`config.mk`:
```
export PLATFORM = sky130hd
export DESIGN_NAME = alu_packet_parser
export DESIGN_NICKNAME = d
export VERILOG_FILES = /design/src/rtl/alu_packet_parser.sv
export SDC_FILE = /design/constraint.sdc
export NUM_CORES = 1
export LEC_CHECK = 0
export BUFFER_PORTS_ARGS = -buffer_cell sky130_fd_sc_hd__buf_2
export CAP_MARGIN = 20
export CORE_MARGIN = 5
export CORE_UTILIZATION = 58
export DETAILED_ROUTE_END_ITERATION = 10
export PLACE_DENSITY = 0.91
export RECOVER_POWER = 50
export SLEW_MARGIN = 20
export SYNTH_ARGS = -nofsm -noshare
export SYNTH_HDL_FRONTEND = slang
export SYNTH_SLANG_ARGS = --single-unit
```
`constraint.sdc`:
```
create_clock -name clk_i -period 2.1 [get_ports clk_i]
set_input_delay 0.21 -clock clk_i [delete_from_list [all_inputs] [get_ports clk_i]]
set_output_delay 0.21 -clock clk_i [all_outputs]
set_load 0.02 [all_outputs]
```
`src/rtl/alu_packet_parser.sv`:
```
// Byte-stream command parser: decodes a 4-byte header (opcode, reserved, 16-bit length)
// and packs the payload into little-endian 32-bit words. Malformed packets are drained
// without producing output and are flagged with a single-cycle error pulse.
module alu_packet_parser #(
  parameter int unsigned MAX_LEN = 1024
) (
  input  logic        clk_i,
  input  logic        reset_ni,
  input  logic [7:0]  s_axis_tdata,
  input  logic        s_axis_tvalid,
  output logic        s_axis_tready,
  output logic [31:0] m_axis_tdata,
  output logic        m_axis_tvalid,
  input  logic        m_axis_tready,
  output logic        m_axis_tlast,
  output logic [7:0]  opcode_o,
  output logic        pkt_error_o,
  output logic        busy_o
);

  typedef enum logic [2:0] {
    StHdrOp,
    StHdrRsv,
    StHdrLenL,
    StHdrLenH,
    StPayload,
    StOut,
    StDrain
  } state_e;

  state_e      state_q, state_d;
  logic [7:0]  opcode_q, opcode_d;
  logic        legal_q, legal_d;
  logic [7:0]  len_lo_q, len_lo_d;
  logic [15:0] remaining_q, remaining_d;
  logic [1:0]  idx_q, idx_d;
  logic [23:0] asm_q, asm_d;       // lanes 0..2; lane 3 comes straight from the input byte
  logic [31:0] tdata_q, tdata_d;
  logic        tvalid_q, tvalid_d;
  logic        tlast_q, tlast_d;
  logic        err_q, err_d;

  logic        accept;
  logic        op_legal;
  logic [15:0] len;
  logic        len_ok;

  assign s_axis_tready = (state_q != StOut);
  assign accept        = s_axis_tvalid & s_axis_tready;
  assign op_legal      = (s_axis_tdata >= 8'h10) && (s_axis_tdata <= 8'h15);
  assign len           = {s_axis_tdata, len_lo_q};
  assign len_ok        = (len >= 16'd8) && (len[1:0] == 2'b00) && (32'(len) <= MAX_LEN);

  assign m_axis_tdata  = tdata_q;
  assign m_axis_tvalid = tvalid_q;
  assign m_axis_tlast  = tlast_q;
  assign opcode_o      = opcode_q;
  assign pkt_error_o   = err_q;
  assign busy_o        = (state_q != StHdrOp);

  // Next-state and datapath decode; everything holds unless a byte or word moves.
  always_comb begin
    state_d     = state_q;
    opcode_d    = opcode_q;
    legal_d     = legal_q;
    len_lo_d    = len_lo_q;
    remaining_d = remaining_q;
    idx_d       = idx_q;
    asm_d       = asm_q;
    tdata_d     = tdata_q;
    tvalid_d    = tvalid_q;
    tlast_d     = tlast_q;
    err_d       = 1'b0;
    unique case (state_q)
      StHdrOp: begin
        if (accept) begin
          opcode_d = s_axis_tdata;
          legal_d  = op_legal;
          state_d  = StHdrRsv;
        end
      end
      StHdrRsv: begin
        if (accept) state_d = StHdrLenL;
      end
      StHdrLenL: begin
        if (accept) begin
          len_lo_d = s_axis_tdata;
          state_d  = StHdrLenH;
        end
      end
      StHdrLenH: begin
        if (accept) begin
          idx_d = 2'd0;
          if (legal_q && len_ok) begin
            remaining_d = len - 16'd4;
            state_d     = StPayload;
          end else begin
            err_d = 1'b1;
            if (len > 16'd4) begin
              remaining_d = len - 16'd4;
              state_d     = StDrain;
            end else begin
              state_d = StHdrOp;
            end
          end
        end
      end
      StPayload: begin
        if (accept) begin
          idx_d       = idx_q + 2'd1;
          remaining_d = remaining_q - 16'd1;
          case (idx_q)
            2'd0:    asm_d[7:0]   = s_axis_tdata;
            2'd1:    asm_d[15:8]  = s_axis_tdata;
            2'd2:    asm_d[23:16] = s_axis_tdata;
            default: begin
              tdata_d  = {s_axis_tdata, asm_q};
              tvalid_d = 1'b1;
              tlast_d  = (remaining_q == 16'd1);
              state_d  = StOut;
            end
          endcase
        end
      end
      StOut: begin
        if (tvalid_q && m_axis_tready) begin
          tvalid_d = 1'b0;
          state_d  = tlast_q ? StHdrOp : StPayload;
        end
      end
      StDrain: begin
        if (accept) begin
          remaining_d = remaining_q - 16'd1;
          if (remaining_q == 16'd1) state_d = StHdrOp;
        end
      end
      default: state_d = StHdrOp;
    endcase
  end

  // State and datapath registers.
  always_ff @(posedge clk_i or negedge reset_ni) begin
    if (!reset_ni) begin
      state_q     <= StHdrOp;
      opcode_q    <= 8'h00;
      legal_q     <= 1'b0;
      len_lo_q    <= 8'h00;
      remaining_q <= 16'h0000;
      idx_q       <= 2'd0;
      asm_q       <= 24'h000000;
      tdata_q     <= 32'h00000000;
      tvalid_q    <= 1'b0;
      tlast_q     <= 1'b0;
      err_q       <= 1'b0;
    end else begin
      state_q     <= state_d;
      opcode_q    <= opcode_d;
      legal_q     <= legal_d;
      len_lo_q    <= len_lo_d;
      remaining_q <= remaining_d;
      idx_q       <= idx_d;
      asm_q       <= asm_d;
      tdata_q     <= tdata_d;
      tvalid_q    <= tvalid_d;
      tlast_q     <= tlast_d;
      err_q       <= err_d;
    end
  end

endmodule

```
==> summary.md, run 1 <==
| Metric | Value |
|---|---|
| Netlist Area Pre-Place | 4650 um^2 |
| CTS tree | built |
| Final core utilization | 0.688 |
| Maximum clock rate | 501 MHz |
| Register area share after synthesis | 0.522 |
| Vias in the first global route | 3,548 |
| Worst skew pair latency | 0.37 ns |
| EDFF count, synth | 0 |
| Initial core utilization | 0.599 |
| Final setup viols | 0 |
| Clock buffer depth | 2 |
| Syn_nets | 410 |
| I/O Buffers | 56 |
| Worst EP arrival | 2.25 ns |
| Cells after DPL | 546 |
| WL/cell | 19.1 um |
| Slew Viols, Final | 0 |
| First-pass GRT wire length | 18,400 um |
| Leakage | 2.44 nW |
| Die area | 9910 um^2 |
| DRC | 0 |
| Slew headroom | 0.187 |
| DRT iter0 DRCs | 296 |
| Overall power | 7.08 mW |
| Syn Area/Cell | 12.0 um^2 |
| Chip height | 99.6 um |
| Skew final | 0.0121 ns |
| HP Class | in -> reg |
| CP Cell Sequence | inv_1 > ha_2 > or3b_2 > nor4_2 > xnor2_1 > a21oi_1 > o32a_1 |
| WL final | 10,700 um |
| Post-DR vias/cell | 6.10 |
| Final Hold Vio Count | 0 |
| Initial antenna violation count | 0 |
| Part of the cycle the worst path needs | 0.951 |
| Total of max-cap violations | 0 |
| Ports | 57 |
| Slowest library cell on the worst path | or3b_2 |
| Element type at the critical path start | register |
| GRT Resource Usage Total | 0.237 |
| Area growth, synth to finish | 14.8% |
| Post-DP HPWL | 7740 um |
| Worst Path Class, Setup | reg -> reg |
| Worst Max-Slew Pin Slew | 1.22 ns |
| VDD IR max | 0.849 mV |
| Via count | 3,437 |
| Post-DRT Antenna Nets | 0 |
| First-pass DRT Iterations | 4 |
| # rows | 32 |
| Cell variety after synth | 57 |
| Smallest hold slack | 0.0321 ns |
| Placer congestion estimate | 0.945 |
| Share of cells above drive strength 1 | 0.349 |
| Cells after Synth | 389 |
| Main synth FF type | dfrtp_1 |
| CP required | 2.36 ns |
| Critical path's largest stage delay | 0.48 ns |
| Final min period | 2.00 ns |
| Crit path max fanout | 6 |
| Critical Path End Type | register |
| Largest net degree at the start of global routing | 48 |
| Clock sink count | 97 |
| Clk slew on worst S/H paths | 0.11 ns |
| Status | finished, final reports clean |
| Final #Nets | 477 |
| Num CTS Buffers | 9 |
| Grt ovf | 0 |
| Yosys reg bits | 97 |
| Yosys warns | 0 |
| RSZ-0062 raised after global routing | true |
| Die Width | 99.6 um |
| Core footprint | 7770 um^2 |
| H-Tree Depth | 3 |
| Power Density | 1330 nW/um^2 |
| Clk root buf | clkbuf_8 |
| Synth async-reset ratio | 1.00 |
| Number of inserted diodes | 0 |
| Non-filler cells, final | 563 |
-- layout by cell type (no fill, tap or decap), types with 5 or more instances in the layout --
cell type	synthesis	layout
dfrtp_1	97	96
nand2_1	27	27
mux2_2	70	70
nand3_1	9	9
buf_4	0	20
clkbuf_1	9	22
a21oi_1	10	10
xnor2_1	5	5
nor2_1	19	19
buf_2	7	34
a31oi_1	5	5
inv_1	9	9
o32a_1	5	5
clkbuf_8	0	9
ha_1	9	8
xor2_1	5	5
nor3_1	16	16
-- logic make-up (layout without fill, tap and decap cells) --
logic type / count (synthesis) / count (layout) / share of synthesized area
xor gates and xnor gates: 10 / 10 / 0.0188
buffers and inverters: 31 / 103 / 0.0333
AOI/OAI and AO/OA: 57 / 57 / 0.0941
muxes: 72 / 72 / 0.174
adders and majority gates: 9 / 9 / 0.0242
and+or+nand+nor: 113 / 113 / 0.134
DFF: 97 / 97 / 0.522
-- state kept, by name, summed over array words and instances (netlist names) --
register       cells
remaining_q       16
pkt_error_o        1
opcode_o           8
len_lo_q           8
asm_q             24
m_axis_tdata      32
idx_q              2
state_q            3
legal_q            1
m_axis_tvalid      1
m_axis_tlast       1
-- metal layers --
metal / share of wire / global-route usage
met1: 0.42 / 0.324
met2: 0.48 / 0.357
met3: 0.063 / 0.0449
met4: 0.036 / 0.129
met5: 0 / 0
-- worst max-delay path, delay by kind of cell, from the launching register on --
kind	cells	cell delay, ns
buffers and inverters	1	0.12
AOI/OAI and AO/OA	2	0.28
xor gates and xnor gates	1	0.15
DFF	1	0.46
and+or+nand+nor	2	0.67
adders and majority gates	1	0.22
-- through the flow --
stage	cell area, um^2	setup WS [ns]	TNS, ns
floorplan	4650	0.184	0
global placement	5110	0.158	0
detailed placement	5110	0.0875	0
CTS	5350	0.0831	0
global route	5340	-0.00327	-0.00378
finish	5340	0.104	0
-- where the power goes --
group / switching (mW) / leakage (nW) / internal (mW)
registers: 0.605 / 1.25 / 2.55
logic: 1.43 / 1.07 / 1.16
clock network: 0.746 / 0.115 / 0.600
-- final timing paths --
check	startpoint	endpoint	slack, ns	depth (start not counted)
setup / recovery	len_lo_q[2]	remaining_q[12]	0.10	7
hold / removal	m_axis_tready	m_axis_tvalid	0.03	2
setup reg to reg	len_lo_q[2]	remaining_q[12]	0.10	7
hold reg to reg	remaining_q[15]	remaining_q[15]	0.50	1
max in group asynchronous	reset_ni	pkt_error_o	0.45	3
min in group asynchronous	reset_ni	asm_q[19]	0.61	2
-- cell type report --
class                   count  area, um^2
flip-flops and latches     97        2430
fillers                   550        2430
multi-input cells         261        2090
repair buffers             78         433
well taps                 102         128
clock buffers               9         124
clock inverters             7         105
inverters                   9        33.8
-- synthesized netlist by cell type, types with 4 or more instances --
master	n	area, um^2
buf_2	7	35.0
dfrtp_1	97	2430
nor3_1	16	80.1
o31ai_1	4	30.0
ha_1	9	113
nor3_2	4	40.0
inv_1	9	33.8
buf_6	4	45.0
nor2_1	19	71.3
clkbuf_1	9	33.8
o21ai_0	4	20.0
a21oi_1	10	50.1
nor4_1	5	31.3
nand3_1	9	45.0
xnor2_1	5	43.8
xor2_1	5	43.8
a31oi_1	5	31.3
o32a_1	5	50.1
nand2_1	27	101
mux2_2	70	788
-- repair_timing --
| item | in CTS | in global routing |
|---|---|---|
| resized for setup | 0 | 5 |
| setup buffers | 0 | 0 |
| hold endpoints to repair | 20 | 0 |
| hold buffers | 1 | 0 |
| setup endpoints to repair | 0 | 11 |
Note: power is estimated with default switching activity, not from simulation.
==> run 2: changes to the inputs <==
--- a/config.mk
+++ b/config.mk
@@ -7,11 +7,13 @@
 export LEC_CHECK = 0
 export BUFFER_PORTS_ARGS = -buffer_cell sky130_fd_sc_hd__buf_2
 export CAP_MARGIN = 20
+export CORE_ASPECT_RATIO = 0.9
 export CORE_MARGIN = 5
 export CORE_UTILIZATION = 58
 export DETAILED_ROUTE_END_ITERATION = 10
 export PLACE_DENSITY = 0.91
 export RECOVER_POWER = 50
+export SKIP_CTS_REPAIR_TIMING = 1
 export SLEW_MARGIN = 20
 export SYNTH_ARGS = -nofsm -noshare
 export SYNTH_HDL_FRONTEND = slang
==> run 2 against run 1 <==
Compared with the run above: worst setup slack got worse by 0.049 ns; via count is 5.9% higher; critical path depth stayed put; worst hold slack better by 0.0043 ns; non-clock buffer count up 9; sequential share of layout area decreased by 0.60 points; wire length up 11%; first-iteration DRC count is 42% higher; clock power barely moved; die area barely moved; largest power group unchanged.
==> summary.md, run 2 (synthesis results as in run 1) <==
| Metric | Value |
|---|---|
| Status | finished, final reports clean |
| Placer congestion estimate | 0.929 (-1.7%) |
| Element type at the critical path start | register |
| Final setup viols | 0 (unchanged) |
| Part of the cycle the worst path needs | 0.974 (+0.0232) |
| Multi-input gate area | 2110 um^2 (+1.1%) |
| Vias in the first global route | 3,771 (+6.3%) |
| Core footprint | 7950 um^2 (+2.4%) |
| Largest net degree at the start of global routing | 44 (-8.3%) |
| Final Hold Vio Count | 0 (unchanged) |
| # rows | 31 (-3.1%) |
| Worst skew pair latency | 0.37 ns (about the same) |
| Ports | 57 (unchanged) |
| First-pass GRT wire length | 19,200 um (+4.5%) |
| Clock sink count | 97 (unchanged) |
| Skew final | 0.00722 ns (-0.00491 ns) |
| WL/cell | 20.8 um (+9.2%) |
| Total of max-cap violations | 0 (unchanged) |
| Worst Path Class, Setup | reg -> reg |
| Maximum clock rate | 489 MHz (-2.4%) |
| Initial core utilization | 0.585 (-0.0139) |
| Clk root buf | clkbuf_8 |
| CTS tree | built |
| Area growth, synth to finish | 16.4% |
| Post-DP HPWL | 8100 um (+4.6%) |
| DRC | 0 (unchanged) |
| Clk slew on worst S/H paths | 0.10 ns (about the same) |
| Post-DR vias/cell | 6.39 (+4.6%) |
| Commonest non-fill, non-tap cell in the layout | dfrtp_1 |
| Leakage | 2.48 nW (+1.9%) |
| Post-DRT Antenna Nets | 0 (unchanged) |
| HP Class | in -> reg |
| GRT Resource Usage Total | 0.245 (+0.00819) |
| Pre-CTS setup slack | 0.0731 ns (-0.0144 ns) |
| Power Density | 1340 nW/um^2 (+0.71%) |
| Number of inserted diodes | 0 (unchanged) |
| H-Tree Depth | 3 (unchanged) |
| Die area | 9920 um^2 (about the same) |
| Clock buffer depth | 2 (unchanged) |
| DRT iter0 DRCs | 421 (+42%) |
| Worst Max-Slew Pin Slew | 1.07 ns (-0.152 ns) |
| CP required | 2.37 ns (about the same) |
| Num CTS Buffers | 9 (unchanged) |
| Slew headroom | 0.289 (+0.102) |
| Most frequent cells in the layout | 95 x dfrtp_1, 70 x mux2_2, 34 x buf_2 |
| VDD IR max | 0.846 mV (-0.37%) |
| Grt ovf | 0 (unchanged) |
| Fill cells | 541 (-1.6%) |
| Chip height | 95.0 um (-4.6%) |
| Slew Viols, Final | 0 (unchanged) |
| Initial antenna violation count | 0 (unchanged) |
| Register area | 2430 um^2 (about the same) |
| WL final | 11,900 um (+11%) |
| I/O Buffers | 56 (unchanged) |
| Final #Nets | 487 (+2.1%) |
| Die Width | 104 um (+4.9%) |
| Critical Path End Type | register |
| Worst EP arrival | 2.31 ns (+0.06 ns) |
| Setup TNS | 0 ns (unchanged) |
| Final min period | 2.04 ns (+0.0487 ns) |
| Crit path max fanout | 6 (unchanged) |
| Max reg flops | 32 (unchanged) |
| Via count | 3,640 (+5.9%) |
| First-pass DRT Iterations | 5 (+1) |
| Worst Setup Slack, final | 0.0550 ns (-0.0487 ns) |
| Share of cells above drive strength 1 | 0.367 (+0.0181) |
[run 2: cell count changes in the layout (fill, tap and decap cells not counted), moves of 2 or more]
| cell | change |
|---|---|
| inv_6 | +3 |
| inv_8 | -2 |
| buf_4 | +8 |
| clkbuf_2 | +2 |
[run 2: through the flow]
step	hold WS (ns)	util	area [um^2]	power [mW]	cells
after floorplan	-0.0856	-	4650	4.89	389
after global placement	0.225	0.646	5140	5.63	547
after detailed placement	0.233	0.646	5140	5.81	547
after CTS	-0.172	0.673	5360	7.13	563
after global routing	0.0413	0.681	5420	7.66	570
final	0.0363	0.681	5420	7.23	570
[run 2: area by class of cell]
cell class                      instances  area share
Sequential cell                        97       0.449
Multi-Input combinational cell        262       0.390
Timing Repair Buffer                   87      0.0922
Clock buffer                            9      0.0229
Tap cell                               99      0.0229
Clock inverter                          7      0.0171
Inverter                                9     0.00624
[run 2: layer usage]
metal / vias to the layer above / GRT usage / wire, um
li1: 1581 / - / -
met1: 1819 / 0.304 / 4800
met2: 194 / 0.420 / 5750
met3: 46 / 0.0581 / 877
met4: 0 / 0.0917 / 444
met5: - / 0 / 0
[run 2: final timing paths]
path                            startpoint              end  slack [ns]  depth (start not counted)
max reg2reg                    len_lo_q[2]  remaining_q[12]        0.06                          7
max in group asynchronous         reset_ni      len_lo_q[2]        0.51                          3
max                            len_lo_q[2]  remaining_q[12]        0.06                          7
min in group asynchronous         reset_ni        asm_q[16]        0.59                          2
min                          m_axis_tready    m_axis_tvalid        0.04                          2
min reg2reg                remaining_q[15]  remaining_q[15]        0.51                          1
[run 2: critical path, cell delays in order, from the launching register on]
cell and delay [ns]:
dfrtp_2 0.47, inv_1 0.16, ha_4 0.19, or3b_2 0.50, nor4_4 0.17, xnor2_1 0.17, a21oi_1 0.09, o32a_1 0.19
[run 2: power by group]
group          total, mW  internal, mW  switching (mW)
combinational       2.78          1.22            1.55
clock               1.32         0.586           0.733
sequential          3.14          2.55           0.590
total               7.23          4.36            2.87
